### config.mk
export PLATFORM = sky130hd
export DESIGN_NAME = alien_collision_ctrl
export DESIGN_NICKNAME = d
export VERILOG_FILES = /design/src/rtl/alien_pkg.sv /design/src/rtl/frame_counter.sv /design/src/rtl/alien_collision_ctrl.sv
export SDC_FILE = /design/constraint.sdc
export NUM_CORES = 1
export LEC_CHECK = 0
export CORE_MARGIN = 8
export CORE_UTILIZATION = 44
export DETAILED_ROUTE_END_ITERATION = 8
export GPL_ROUTABILITY_DRIVEN = 0
export PLACE_DENSITY = 0.68
export SYNTH_ARGS = -nofsm -noshare
export SYNTH_HDL_FRONTEND = slang
export SYNTH_SLANG_ARGS = --single-unit
### constraint.sdc
create_clock -name clk -period 3.5 [get_ports clk]
set_clock_uncertainty 0.1 [all_clocks]
set_input_delay 0.875 -clock clk [delete_from_list [all_inputs] [get_ports clk]]
set_output_delay 0.875 -clock clk [all_outputs]
set_load 0.02 [all_outputs]
### src/rtl/alien_pkg.sv
// alien_pkg: shared life-cycle state type, widths and score helper for the alien collision controller.
package alien_pkg;

    typedef enum logic [1:0] {ALIVE, DYING, GAME_OVER} life_state_t;

    localparam int LIVES_W = 3;
    localparam int SCORE_W = 14;

    function automatic logic [SCORE_W-1:0] sat_add(input logic [SCORE_W-1:0] a,
                                                   input int unsigned b,
                                                   input int unsigned max);
        int unsigned s;
        s = 32'(a) + b;
        return (s > max) ? SCORE_W'(max) : SCORE_W'(s);
    endfunction

endpackage

### src/rtl/frame_counter.sv
// frame_counter: counts startOfFrame-qualified increments, clears on demand, flags terminal count TERM.
module frame_counter #(
    parameter int TERM = 59
) (
    input  logic clk,
    input  logic reset,
    input  logic clr,
    input  logic inc,
    output logic tc
);

    localparam int W = (TERM > 0) ? $clog2(TERM + 1) : 1;

    logic [W-1:0] r_cnt;

    always_ff @(posedge clk) begin
        if (reset || clr)
            r_cnt <= '0;
        else if (inc)
            r_cnt <= r_cnt + 1'b1;
    end

    assign tc = (r_cnt == W'(TERM));

endmodule

### src/rtl/alien_collision_ctrl.sv
// alien_collision_ctrl: pixel-rate kill/death detection, player life-cycle FSM, lives and score.
// Optional INVULN_EN adds a post-respawn invulnerability window.
module alien_collision_ctrl
    import alien_pkg::*;
#(
    parameter int START_LIVES   = 3,
    parameter int DEATH_FRAMES  = 60,
`ifdef INVULN_EN
    parameter int INVULN_FRAMES = 90,
`endif
    parameter int ALIEN_POINTS  = 250,
    parameter int SCORE_MAX     = 9999
) (
    input  logic               clk,
    input  logic               reset,
    input  logic               startOfFrame,
    input  logic               restart,
    input  logic               player_dr,
    input  logic               alien_dr,
    input  logic               shot_dr,
    output logic               alien_died,
    output logic               shot_hit,
    output logic               player_died,
    output logic               player_respawn,
    output logic               game_over,
    output logic               invulnerable,
    output logic [LIVES_W-1:0] lives,
    output logic [SCORE_W-1:0] score
);

    life_state_t        r_state;
    logic               r_kill_armed;
    logic               r_death_armed;
    logic               r_shot_hit;
    logic               r_player_died;
    logic               r_player_respawn;
    logic [LIVES_W-1:0] r_lives;
    logic [SCORE_W-1:0] r_score;
    logic               w_hit;
    logic               w_invuln;
    logic               w_restart;
    logic               w_dying_tc;
    logic               w_dying_end;
    logic               w_respawn;

    // Zero latency: the alien block uses this to drop the alien under the current pixel.
    assign alien_died  = alien_dr & shot_dr & r_kill_armed & (r_state != GAME_OVER);
    assign w_hit       = alien_dr & player_dr & r_death_armed & (r_state == ALIVE) & ~w_invuln;
    assign w_restart   = restart & (r_state == GAME_OVER);
    assign w_dying_end = startOfFrame & (r_state == DYING) & w_dying_tc;
    assign w_respawn   = w_dying_end & (r_lives != '0);

    frame_counter #(.TERM(DEATH_FRAMES - 1)) u_death_cnt (
        .clk   (clk),
        .reset (reset),
        .clr   (w_hit | w_restart),
        .inc   (startOfFrame & (r_state == DYING) & ~w_dying_tc),
        .tc    (w_dying_tc)
    );

`ifdef INVULN_EN
    logic r_invuln;
    logic w_invuln_tc;

    frame_counter #(.TERM(INVULN_FRAMES - 1)) u_invuln_cnt (
        .clk   (clk),
        .reset (reset),
        .clr   (w_respawn | w_restart),
        .inc   (startOfFrame & r_invuln & ~w_invuln_tc),
        .tc    (w_invuln_tc)
    );

    always_ff @(posedge clk) begin
        if (reset || w_restart)
            r_invuln <= 1'b0;
        else if (w_respawn)
            r_invuln <= 1'b1;
        else if (startOfFrame && w_invuln_tc)
            r_invuln <= 1'b0;
    end

    assign w_invuln = r_invuln;
`else
    assign w_invuln = 1'b0;
`endif

    always_ff @(posedge clk) begin
        if (reset || w_restart) begin
            r_state          <= ALIVE;
            r_lives          <= LIVES_W'(START_LIVES);
            r_score          <= '0;
            r_kill_armed     <= 1'b1;
            r_death_armed    <= 1'b1;
            r_shot_hit       <= 1'b0;
            r_player_died    <= 1'b0;
            r_player_respawn <= 1'b0;
        end else begin
            r_shot_hit       <= alien_died;
            r_player_died    <= w_hit;
            r_player_respawn <= w_respawn;
            r_kill_armed     <= startOfFrame ? 1'b1 : (alien_died ? 1'b0 : r_kill_armed);
            if (alien_died)
                r_score <= sat_add(r_score, ALIEN_POINTS, SCORE_MAX);
            case (r_state)
                ALIVE: begin
                    if (w_hit) begin
                        r_state       <= DYING;
                        r_lives       <= (r_lives == '0) ? '0 : r_lives - 1'b1;
                        r_death_armed <= 1'b0;
                    end else if (startOfFrame) begin
                        r_death_armed <= 1'b1;
                    end
                end
                DYING: begin
                    if (w_dying_end) begin
                        r_state       <= (r_lives == '0) ? GAME_OVER : ALIVE;
                        r_death_armed <= 1'b1;
                    end
                end
                default: ;
            endcase
        end
    end

    assign shot_hit       = r_shot_hit;
    assign player_died    = r_player_died;
    assign player_respawn = r_player_respawn;
    assign game_over      = (r_state == GAME_OVER);
    assign invulnerable   = w_invuln;
    assign lives          = r_lives;
    assign score          = r_score;

endmodule
==> summary.txt <==
Outcome
  – Status: finished clean

Yosys
  – Synthesized area: 0.00175 sq mm
  – Mapped Cells: 219
  – Synth async-reset ratio: 0
  – Unique cell type count in the Yosys netlist: 54
  – Syn. warnings: 0
  – Yosys reg bits: 30
  – Synthesized Nets: 231
  – Share of the synthesized area in the top cell type: 0.343
  – Leading area contributor after synthesis: dfxtp_1
  – Sequential share of the synthesized area: 0.343
  – Predominant post-synthesis flop cell: dfxtp_1
  – Avg Cell Area, Syn: roughly 8.0 sq um
  – Number of synthesized flops with an enable pin: 0
  – Largest cells by area after synthesis: dfxtp_1 34%, a21oi_1 5.1%, nor2_1 4.7%

STA
  – Final Hold Fails: 0
  – Post-route minimum period: 3.42 ns
  – RSZ-0062 raised after global routing: no
  – Final Worst Setup Slack: 0.0799 ns
  – Fin Hold WS: 0.397 ns
  – Max Slew Vio Count: 0
  – Final Cycle Share: 0.977
  – Setup_tns: 0 ns
  – Final setup viols: 0
  – Fmax: 0.292 GHz

Placement
  – Placed Area: between 0.002 and 0.0025 sq mm
  – Hpwl dp: ~3.0 mm
  – I/O Buffers: 28
  – Inst Count DP: 288
  – Place WS: 0.0690 ns

Worst hold path
  – Worst Hold Path EP: r_kill_armed$_SDFFE_PP1P_
  – Worst hold path class: reg -> reg
  – Hold path start: r_kill_armed$_SDFFE_PP1P_
  – Hold Path Depth: 1

Cells and area
  – Layout Nets: 257
  – Final instance area: 0.00217 sq mm
  – Most frequent cells in the layout: 30 x dfxtp_1, 28 x clkdlybuf4s50_1, 22 x nor2_1
  – # fillers: 394
  – Synth-to-Final Area Change: 23.8%
  – Ant. Diodes: 0
  – Non-Filler Instances: 295
  – Commonest non-fill, non-tap cell in the layout: dfxtp_1
  – Layout cells sized above 1: 0.0939
  – Util after Layout: 0.555

Worst setup path
  – Reg2Reg Capture Point: score[5]$_SDFFE_PP0P_
  – Crit path DAT: 2.45 ns
  – Worst Path Buf+Inv: 3
  – Worst r2r src: score[1]$_SDFFE_PP0P_
  – Worst reg-to-reg path cell count: 8
  – Startpoint Class: input port
  – Crit-path leading delay family: buffers and inverters
  – Crit-path max cell delay: 0.62 ns
  – Setup crit end kind: output pin
  – Worst Path Required: 2.52 ns
  – Reg2Reg Setup Slack: 0.48 ns
  – Maximum fanout along the worst path: 2
  – Most frequent CP cell: clkdlybuf4s50_1
  – CP Class: in -> out
  – Worst path cell trace: clkdlybuf4s50_1, nand3_1, or2_2, inv_1, clkdlybuf4s50_1
  – Slowest cell on the critical path: clkdlybuf4s50_1

Routing
  – Post-route DRC: 0
  – ANT nets after route: 0
  – WL/cell: 14.8 microns
  – DR vias/cell: 5.82
  – Routed WL: 4.38 mm
  – Vias: 1,716
  – Drt first pass iters: 4
  – Drt first-iter violations: 139

Power and ir drop
  – Static Leak: 0.805 nW
  – Total power: 0.887 mW
  – Cell Int Power: 0.644 mW
  – Psw: 0.243 mW
  – Clock power share: 0.404
  – Seq pwr share: 0.428
  – Maximum vdd drop: around 0.00022 V
  – Comb pwr share: 0.168
  – Power density cells: roughly 410 mW/mm^2
  – Switching Fraction: 0.274

Clocking
  – Clk Latency, worst-skew pair: 0.28 ns
  – Clock Sinks: 30
  – Num CTS Buffers: 5
  – Clock Pin Slew Worst Setup and Hold Paths: roughly 0.060 ns
  – Clock buffer depth: 2
  – Post_cts resized: 0
  – H-tree lvl count: 2
  – CTS tree: yes
  – Root buf cell: clkbuf_8
  – Cts hold-fix bufs: 0
  – Post-CTS setup buffers: 0

Die
  – Die area: 0.00626 sq mm
  – Die Width: 79.1 microns
  – Boundary pin count: 30
  – Core area: around 0.0039 sq mm
  – Rows: 23
  – Die Ht: 79.1 microns
  – Initial Util: 0.448

Global routing
  – Largest net degree at the start of global routing: 16
  – Initial antenna violation count: 0
  – Number of global-route vias before repair: 1,507
  – GR Overflow Total: 0
  – Overall routing resource usage: 0.141
  – First-pass GRT wire length: slightly above 7 mm

Job
  – Max-Cap Viols: 0
==> power by group through the flow <==
stage | Combinational, mW | Clock (mW) | Sequential (mW)
2_1_floorplan | 0.0928 | 0 | 0.387
3_3_place_gp | 0.146 | 0 | 0.387
3_5_place_dp | 0.146 | 0 | 0.387
4_1_cts | 0.148 | 0.364 | 0.379
5_1_grt | 0.163 | 0.380 | 0.382
6_report | 0.149 | 0.358 | 0.380
==> routing by layer <==
| metal | part of all wire | vias up | GRT usage |
|---|---|---|---|
| met4 | 0.012 | 0 | 0.0630 |
| met5 | 0 | - | 0 |
| met1 | 0.46 | 798 | 0.182 |
| met3 | 0.073 | 7 | 0.0361 |
| li1 | - | 850 | - |
| met2 | 0.45 | 61 | 0.214 |
==> sequential cells by signal (all words and copies together), names as in the netlist <==
name	flops
lives	3
player_died	1
player_respawn	1
r_death_armed	1
r_kill_armed	1
r_state	2
score	14
shot_hit	1
u_death_cnt.r_cnt	6
==> cells in the mapped netlist, types with 2 or more instances <==
library cell,count
nor3_1,12
and2_1,2
and4_1,2
a211o_1,2
nand4_1,7
o21ai_0,14
a311oi_1,2
nand3b_1,2
nand2_1,16
buf_2,5
nand3_1,9
o211ai_1,3
nor3_2,2
dfxtp_1,30
nor2b_1,2
or2_2,2
clkbuf_1,5
and3_1,3
a21oi_1,18
a21o_1,4
xor2_1,4
o22ai_1,3
nor2_1,22
ha_1,5
a211oi_1,5
inv_1,9
xnor2_1,2
==> kinds of logic after synthesis <==
kind of cell	share of synthesized area
adder cells (fa/ha/maj)	0.0357
buffers and inverters	0.0578
AND/OR/NAND/NOR	0.284
multiplexers	0.00571
flip-flops	0.343
XOR/XNOR	0.0300
AO/OA/AOI/OAI	0.242
other	0.00214
==> how the worst max path moves through the flow <==
stage	cells after the start	start	end
detailed placement	5	alien_dr	alien_died
global route	5	alien_dr	alien_died
finish	5	alien_dr	alien_died
floorplan	5	alien_dr	alien_died
CTS	5	alien_dr	alien_died
global placement	5	alien_dr	alien_died
==> area by class of cell <==
type	count	area, sq um	area share
clock inverter	1	30.0	0.0138
multi-input combinational	167	1050	0.484
sequential	30	601	0.277
inverter	9	33.8	0.0156
clock buffer	6	82.6	0.0380
tap	50	62.6	0.0288
timing repair buffer	32	310	0.143
Note: power is estimated with default switching activity, not from simulation.
